## src/rtl/vrp_arb_pkg.sv

```systemverilog
// Shared defaults and sizing helpers for the arbiter request buffer.
package vrp_arb_pkg;

    localparam int VRP_WIDTH     = 8;
    localparam int VRP_PLD_WIDTH = 32;
    localparam int VRP_DEPTH     = 4;

    // Occupancy counter width: must hold 0..depth inclusive.
    function automatic int lane_cnt_w(input int depth);
        return $clog2(depth) + 1;
    endfunction

endpackage

```

## src/rtl/vrp_req_lane_fifo.sv

```systemverilog
// Single-lane first-word-fall-through FIFO with a registered upstream ready.
module vrp_req_lane_fifo
    import vrp_arb_pkg::*;
#(
    parameter int PLD_WIDTH = VRP_PLD_WIDTH,
    parameter int DEPTH     = VRP_DEPTH
) (
    input  logic                         clk,
    input  logic                         rst_n,
    input  logic                         push_vld,
    input  logic [PLD_WIDTH-1:0]         push_pld,
    output logic                         push_rdy,
    output logic                         head_vld,
    output logic [PLD_WIDTH-1:0]         head_pld,
    input  logic                         pop_req,
    output logic [lane_cnt_w(DEPTH)-1:0] cnt
);

    localparam int PW = $clog2(DEPTH);
    localparam int CW = lane_cnt_w(DEPTH);

    logic [PLD_WIDTH-1:0] mem [DEPTH];
    logic [PW-1:0]        wr_ptr;
    logic [PW-1:0]        rd_ptr;
    logic [CW-1:0]        cnt_nxt;
    logic                 push;
    logic                 pop;

    // Grants against an empty lane are dropped here, so spurious pops never move state.
    assign push     = push_vld & push_rdy;
    assign head_vld = (cnt != '0);
    assign pop      = pop_req & head_vld;
    assign head_pld = mem[rd_ptr];

    // Next occupancy; push+pop together leaves it unchanged.
    always_comb begin
        cnt_nxt = cnt;
        case ({push, pop})
            2'b10:   cnt_nxt = cnt + CW'(1);
            2'b01:   cnt_nxt = cnt - CW'(1);
            default: cnt_nxt = cnt;
        endcase
    end

    // Pointers, occupancy and ready; ready is taken from next occupancy so a
    // pop on a full lane only reopens it one cycle later.
    always_ff @(posedge clk or negedge rst_n) begin
        if (!rst_n) begin
            wr_ptr   <= '0;
            rd_ptr   <= '0;
            cnt      <= '0;
            push_rdy <= 1'b0;
        end else begin
            if (push) wr_ptr <= wr_ptr + PW'(1);
            if (pop)  rd_ptr <= rd_ptr + PW'(1);
            cnt      <= cnt_nxt;
            push_rdy <= (cnt_nxt < CW'(DEPTH));
        end
    end

    // Payload storage is intentionally left unreset.
    always_ff @(posedge clk) begin
        if (push) mem[wr_ptr] <= push_pld;
    end

endmodule

```

## src/rtl/vrp_arb_req_buf.sv

```systemverilog
// Per-lane request buffering in front of a fixed-priority arbiter.
module vrp_arb_req_buf
    import vrp_arb_pkg::*;
#(
    parameter int WIDTH     = VRP_WIDTH,
    parameter int PLD_WIDTH = VRP_PLD_WIDTH,
    parameter int DEPTH     = VRP_DEPTH
) (
    input  logic                                     clk,
    input  logic                                     rst_n,
    input  logic [WIDTH-1:0]                         in_vld,
    input  logic [PLD_WIDTH-1:0]                     in_pld [WIDTH],
    output logic [WIDTH-1:0]                         in_rdy,
    output logic [WIDTH-1:0]                         v_vld_s,
    output logic [PLD_WIDTH-1:0]                     v_pld_s [WIDTH],
    input  logic [WIDTH-1:0]                         v_rdy_s,
    output logic [WIDTH-1:0][lane_cnt_w(DEPTH)-1:0]  lane_cnt
);

    // One independent FIFO per lane; lanes share nothing but the clock and reset.
    for (genvar g = 0; g < WIDTH; g++) begin : g_lane
        vrp_req_lane_fifo #(
            .PLD_WIDTH (PLD_WIDTH),
            .DEPTH     (DEPTH)
        ) u_fifo (
            .clk      (clk),
            .rst_n    (rst_n),
            .push_vld (in_vld[g]),
            .push_pld (in_pld[g]),
            .push_rdy (in_rdy[g]),
            .head_vld (v_vld_s[g]),
            .head_pld (v_pld_s[g]),
            .pop_req  (v_rdy_s[g]),
            .cnt      (lane_cnt[g])
        );
    end

endmodule
```

## config.mk

```make
export PLATFORM = sky130hd
export DESIGN_NAME = vrp_arb_req_buf
export DESIGN_NICKNAME = d
export VERILOG_FILES = /design/src/rtl/vrp_arb_pkg.sv /design/src/rtl/vrp_req_lane_fifo.sv /design/src/rtl/vrp_arb_req_buf.sv
export SDC_FILE = /design/constraint.sdc
export NUM_CORES = 1
export LEC_CHECK = 0
export BUFFER_PORTS_ARGS = -buffer_cell sky130_fd_sc_hd__buf_2
export CAP_MARGIN = 20
export CORE_MARGIN = 2
export CORE_UTILIZATION = 30
export CTS_BUF_LIST = sky130_fd_sc_hd__clkbuf_4 sky130_fd_sc_hd__clkbuf_8
export DETAILED_ROUTE_END_ITERATION = 6
export GPL_TIMING_DRIVEN = 0
export SYNTH_ARGS = -nofsm -noshare
export SYNTH_HDL_FRONTEND = slang
export SYNTH_SLANG_ARGS = --single-unit
```

## constraint.sdc

```tcl
create_clock -name clk -period 5.9 [get_ports clk]
set_input_delay 0.295 -clock clk [delete_from_list [all_inputs] [get_ports clk]]
set_output_delay 0.295 -clock clk [all_outputs]
set_load 0.01 [all_outputs]
```

### Word-level counts from Yosys, hierarchy flattened

Memory sizes are Yosys's and may differ from the RTL's.
Cells that the tools add are included.

* register bits after elaboration: 64
* memory bits (writable): 1024
* input bits: 274
* output and inout port bits: 296
* word-level logic and storage cells: 144
* memories: 8

Memory list
* g_lane[0].u_fifo.mem: depth 4, width 32, rd ports 1, clocked after Yosys merged registers in 0, write ports 1, line vrp_req_lane_fifo.sv:22 `logic [PLD_WIDTH-1:0] mem [DEPTH];`
* g_lane[1].u_fifo.mem: depth 4, width 32, rd ports 1, clocked after Yosys merged registers in 0, write ports 1, line vrp_req_lane_fifo.sv:22
* g_lane[2].u_fifo.mem: depth 4, width 32, rd ports 1, clocked after Yosys merged registers in 0, write ports 1, line vrp_req_lane_fifo.sv:22
* g_lane[3].u_fifo.mem: depth 4, width 32, rd ports 1, clocked after Yosys merged registers in 0, write ports 1, line vrp_req_lane_fifo.sv:22
* g_lane[4].u_fifo.mem: depth 4, width 32, rd ports 1, clocked after Yosys merged registers in 0, write ports 1, line vrp_req_lane_fifo.sv:22
* g_lane[5].u_fifo.mem: depth 4, width 32, rd ports 1, clocked after Yosys merged registers in 0, write ports 1, line vrp_req_lane_fifo.sv:22
* 2 more memories

* $add $sub $neg: 32
* order comparisons: 8
* eq/ne operators: 16
* mux-type cells: 24
* bitwise gates (word level): 16
* reductions and logical operators: 8

Operator list (number)
* $pmux W3 S2: 8
* $add A2 B1 Y2 const B: 16
* $add A3 B1 Y3 const B: 8
* $lt A3 B3 Y1 const B: 8
* $reduce_bool A3 Y1: 8
* $sub A3 B1 Y3 const B: 8
* $and A1 B1 Y1: 16
* $eq A2 B1 Y1 const B: 8
* $eq A2 B2 Y1 const B: 8
* $mux W1: 16

### Logic depth before layout (Yosys ltp)

* depth in word-level cells: 5
* depth in mapped cells: 7
* gate-level depth less buffers: 7

### Cells and area by module

A second synthesis with hierarchy kept.

* cells, all modules: 1616
* area total of the unflattened synthesis: 40802.9 um^2

By module, submodules not included
* vrp_req_lane_fifo at g_lane[1].u_fifo ...: times used 7, cells an instance 202, area an instance 5101.1 um^2, sequential area each 4043.9 um^2
* vrp_req_lane_fifo at g_lane[0].u_fifo: times used 1, cells an instance 202, area an instance 5094.9 um^2, sequential area each 4043.9 um^2

### Worst setup path after synthesis

Ideal clock, no wire load.

* path kind: reg-to-reg
* start: register g_lane[3].u_fifo.cnt[0]
* end: register with a tool-made name
* library setup time: 0.079 ns
* arrival: 2.047 ns
* required time: 5.821 ns
* slack: 3.774 ns
* cell stages (with the launch flop): 8
* path buffers: 0
* clock period less this slack: 2.126 ns
* cell sequence: dfrtp_1 > or3_4 > and2_4 > ha_1 > fa_1 > xnor2_1 > nor2_1 > xor2_1

RTL lines
* start, declared: line vrp_req_lane_fifo.sv:16 `output logic [lane_cnt_w(DEPTH)-1:0] cnt`
* start signal, assigned: line vrp_req_lane_fifo.sv:56 `cnt <= cnt_nxt;`

==> metrics.csv <==
stage,metric,value,unit
floorplan,Die Y,373,µm
critical_path,crit-path max cell delay,0.49,ns
global_routing,grt met1 use,0.161,
floorplan,Cell Rows,135,
critical_path,R2R Setup Slk,3.64,ns
placement,Post-DP Area,0.0462,mm²
routing,1st-iter DRT viols,1044,
floorplan,core area,0.135,mm²
synthesis,Mean Syn Cell Area,25.1,µm²
timing,Final min period,3.04,ns
routing,Total Wirelength,96400,µm
critical_path,crit-path cells,clkbuf_1 > buf_2 > mux4_2 > buf_2,
routing,Detail Route Antenna Nets,0,
timing,Max-slew headroom,0.357,
placement,IO Port Bufs,569,
routing,via count,20400,
cells_and_area,Final Net Count,2985,
timing,Peak Freq,329,MHz
timing,period utilization,0.515,
run_status,status,"finished, final reports clean",
power,pwr dens,469,mW/mm²
critical_path,Setup crit end,v_pld_s[148],
clock_tree,"Clk Latency, worst-skew pair",0.88,ns
critical_path,Critical Path AT,2.74,ns
floorplan,Die W,373,µm
min_path,critical hold path startpoint,in_pld[210],
timing,setup total negative slack,0,ns
critical_path,Worst R2R Path Depth,7,
critical_path,kind of critical path,register to primary output,
cells_and_area,Final Cell Area,0.0525,mm²
global_routing,met2 GRT Util,0.231,
global_routing,GR Util All Layers,0.137,
clock_tree,Post-CTS Setup Bufs,0,
critical_path,Worst Path Required,5.61,ns
global_routing,largest net degree at the start of global routing,41,
placement,gp weighted congestion,0.737,
global_routing,first-pass GRT wire length,143000,µm
timing,Fin. Hold Viols,0,
floorplan,Die ar.,0.139,mm²
synthesis,post-synthesis sequential element count,1088,
critical_path,Crit. End Element,primary output,
cells_and_area,area grow syn2layout,28.3,%
critical_path,Crit path top cell by count,buf_2,
synthesis,Synth Warn #,0,
global_routing,vias in the first global route,22600,
routing,via/cell ratio,4.44,
placement,hpwl dp,65700,µm
critical_path,slowest cell on the critical path,buf_2,
routing,DR pass1 iterations,4,
clock_tree,H-Tree Depth,4,
clock_tree,clock-pin slew of the registers on the worst-case setup and hold paths,0.06,ns
cells_and_area,storage element area,0.0324,mm²
cells_and_area,layout cells sized above 1,0.427,
floorplan,Initial Util,0.302,
min_path,min-delay worst type,input pin to register,
flow_run,Max Cap Violations,0,
timing,fin. max-slew vios,0,
synthesis,gate count of the mapped netlist,1632,
power,overall power,24.6,mW
routing,average wire per standard cell,20.9,µm
timing,RSZ-0062 raised after global routing,no,
clock_tree,CTS buffer count,176,
routing,DRC viols,0,
critical_path,Critical Path Source,g_lane[3].u_fifo.rd_ptr[1],
global_routing,met3 GRT Util,0.0492,
synthesis,mapped cell area,0.0409,mm²
cells_and_area,"leading cell types in the layout, fill and taps excluded","edfxtp_1, buf_2, dlygate4sd3_1",
cells_and_area,"most common cell after layout, fill and taps aside",edfxtp_1,
cells_and_area,Fillers,12100,
synthesis,post-synth top area share,0.752,
floorplan,I/O pin count,570,
synthesis,Synth area leader,edfxtp_1,
timing,Worst Max-Slew Pin Slew,0.965,ns
synthesis,sequential fraction of the synthesis area,0.791,
global_routing,initial antenna violation count,14,
synthesis,largest cells by area after synthesis,"edfxtp_1, mux4_2, dfrtp_1",
timing,Final setup viols,0,
critical_path,type of origin of the critical path,register,
global_routing,global route overflow,0,
power,leakage power total,18.5,nW
synthesis,syn nets,1954,
synthesis,library cells used by synthesis,23,
timing,Clock Skews,0.0270,ns
clock_tree,Clock Tree Root,clkbuf_8,
power,VDD IR max,0.000300,V
clock_tree,CTS sink cnt,1088,
cells_and_area,area of the multi-input gates,0.00770,mm²
clock_tree,CTS tree,built,
clock_tree,CTS max path bufs,3,
critical_path,largest fanout on the critical path,10,
global_routing,GRT busiest layer,met2,
## registers in the layout, indices dropped and copies added, names as in the netlist, named ones only
name and cells:
g_lane.u_fifo.mem 1024, g_lane.u_fifo.cnt 16, g_lane.u_fifo.rd_ptr 16, g_lane.u_fifo.wr_ptr 16, g_lane.u_fifo.push_rdy 8
## layer usage
layer	wire length [µm]	up-vias
met1	38200	10600
met3	7220	166
li1	-	8991
met5	39	-
met4	2750	6
met2	48200	658
## cell type report
| class | count | area share |
|---|---|---|
| sequential | 1088 | 0.616 |
| antenna | 13 | 0.000620 |
| clock buffer | 224 | 0.0539 |
| tap | 1781 | 0.0425 |
| clock inverter | 100 | 0.0121 |
| multi-input combinational | 448 | 0.147 |
| inverter | 16 | 0.00114 |
| buffer | 80 | 0.0160 |
| timing repair buffer | 853 | 0.111 |
## where the power goes
| group | internal, mW | switching [mW] |
|---|---|---|
| logic | 3.72 | 4.25 |
| registers | 9.83 | 0.454 |
| clock network | 3.41 | 2.96 |
| total | 17.0 | 7.67 |
## Yosys cell counts, drive strengths merged
cell type,n
clkbuf,8
nor2,8
and2,5
fa,8
and3,32
mux2,16
nand3,5
o31a,3
nand2,11
or3,8
mux4,256
buf,72
xor2,16
xnor2,40
ha,40
edfxtp,1024
dfrtp,64
inv,16
## per-stage QoR
step                 util  hold WS (ns)  std cells  setup slack, ns
finish              0.387         0.165       4603             2.86
global route        0.387        0.0773       4601             2.63
CTS                 0.387        0.0199       4590             2.60
detailed placement  0.341         0.285       3991             3.65
global placement    0.339         0.504       3982             3.09
floorplan               -     -0.000591       1632             3.77
## worst min path at each step
| stage | to | cells after the start |
|---|---|---|
| after floorplan | async pin | 0 |
| after global placement | g_lane[2].u_fifo.mem[0][11] | 1 |
| after detailed placement | g_lane[7].u_fifo.wr_ptr[0] | 1 |
| after CTS | g_lane[0].u_fifo.mem[2][3] | 2 |
| after global routing | g_lane[0].u_fifo.mem[2][12] | 2 |
| final | g_lane[1].u_fifo.mem[3][18] | 2 |
## worst max-delay path: cells and delay by family, from the launching register on
kind     cells  cell delay [ns]
buf+inv      3             1.14
flops        1             0.32
mux          1             0.37
## kinds of logic (layout without fill, tap and decap cells)
logic type,count (synthesis),in the layout,synth area share
and+or+nand+nor,69,69,0.0102
buffers and inverters,96,1273,0.0220
adders and majority gates,48,48,0.0161
AOI/OAI and AO/OA,3,3,0.000642
muxes,272,272,0.148
other,0,13,0
xor gates and xnor gates,56,56,0.0120
DFF,1088,1088,0.791
## repair_timing
item | in CTS | in global routing
hold buffers | 275 | 0
hold endpoints to repair | 1228 | 0
resized for setup | 0 | 0
No activity file was read; power rests on OpenSTA's default activity.
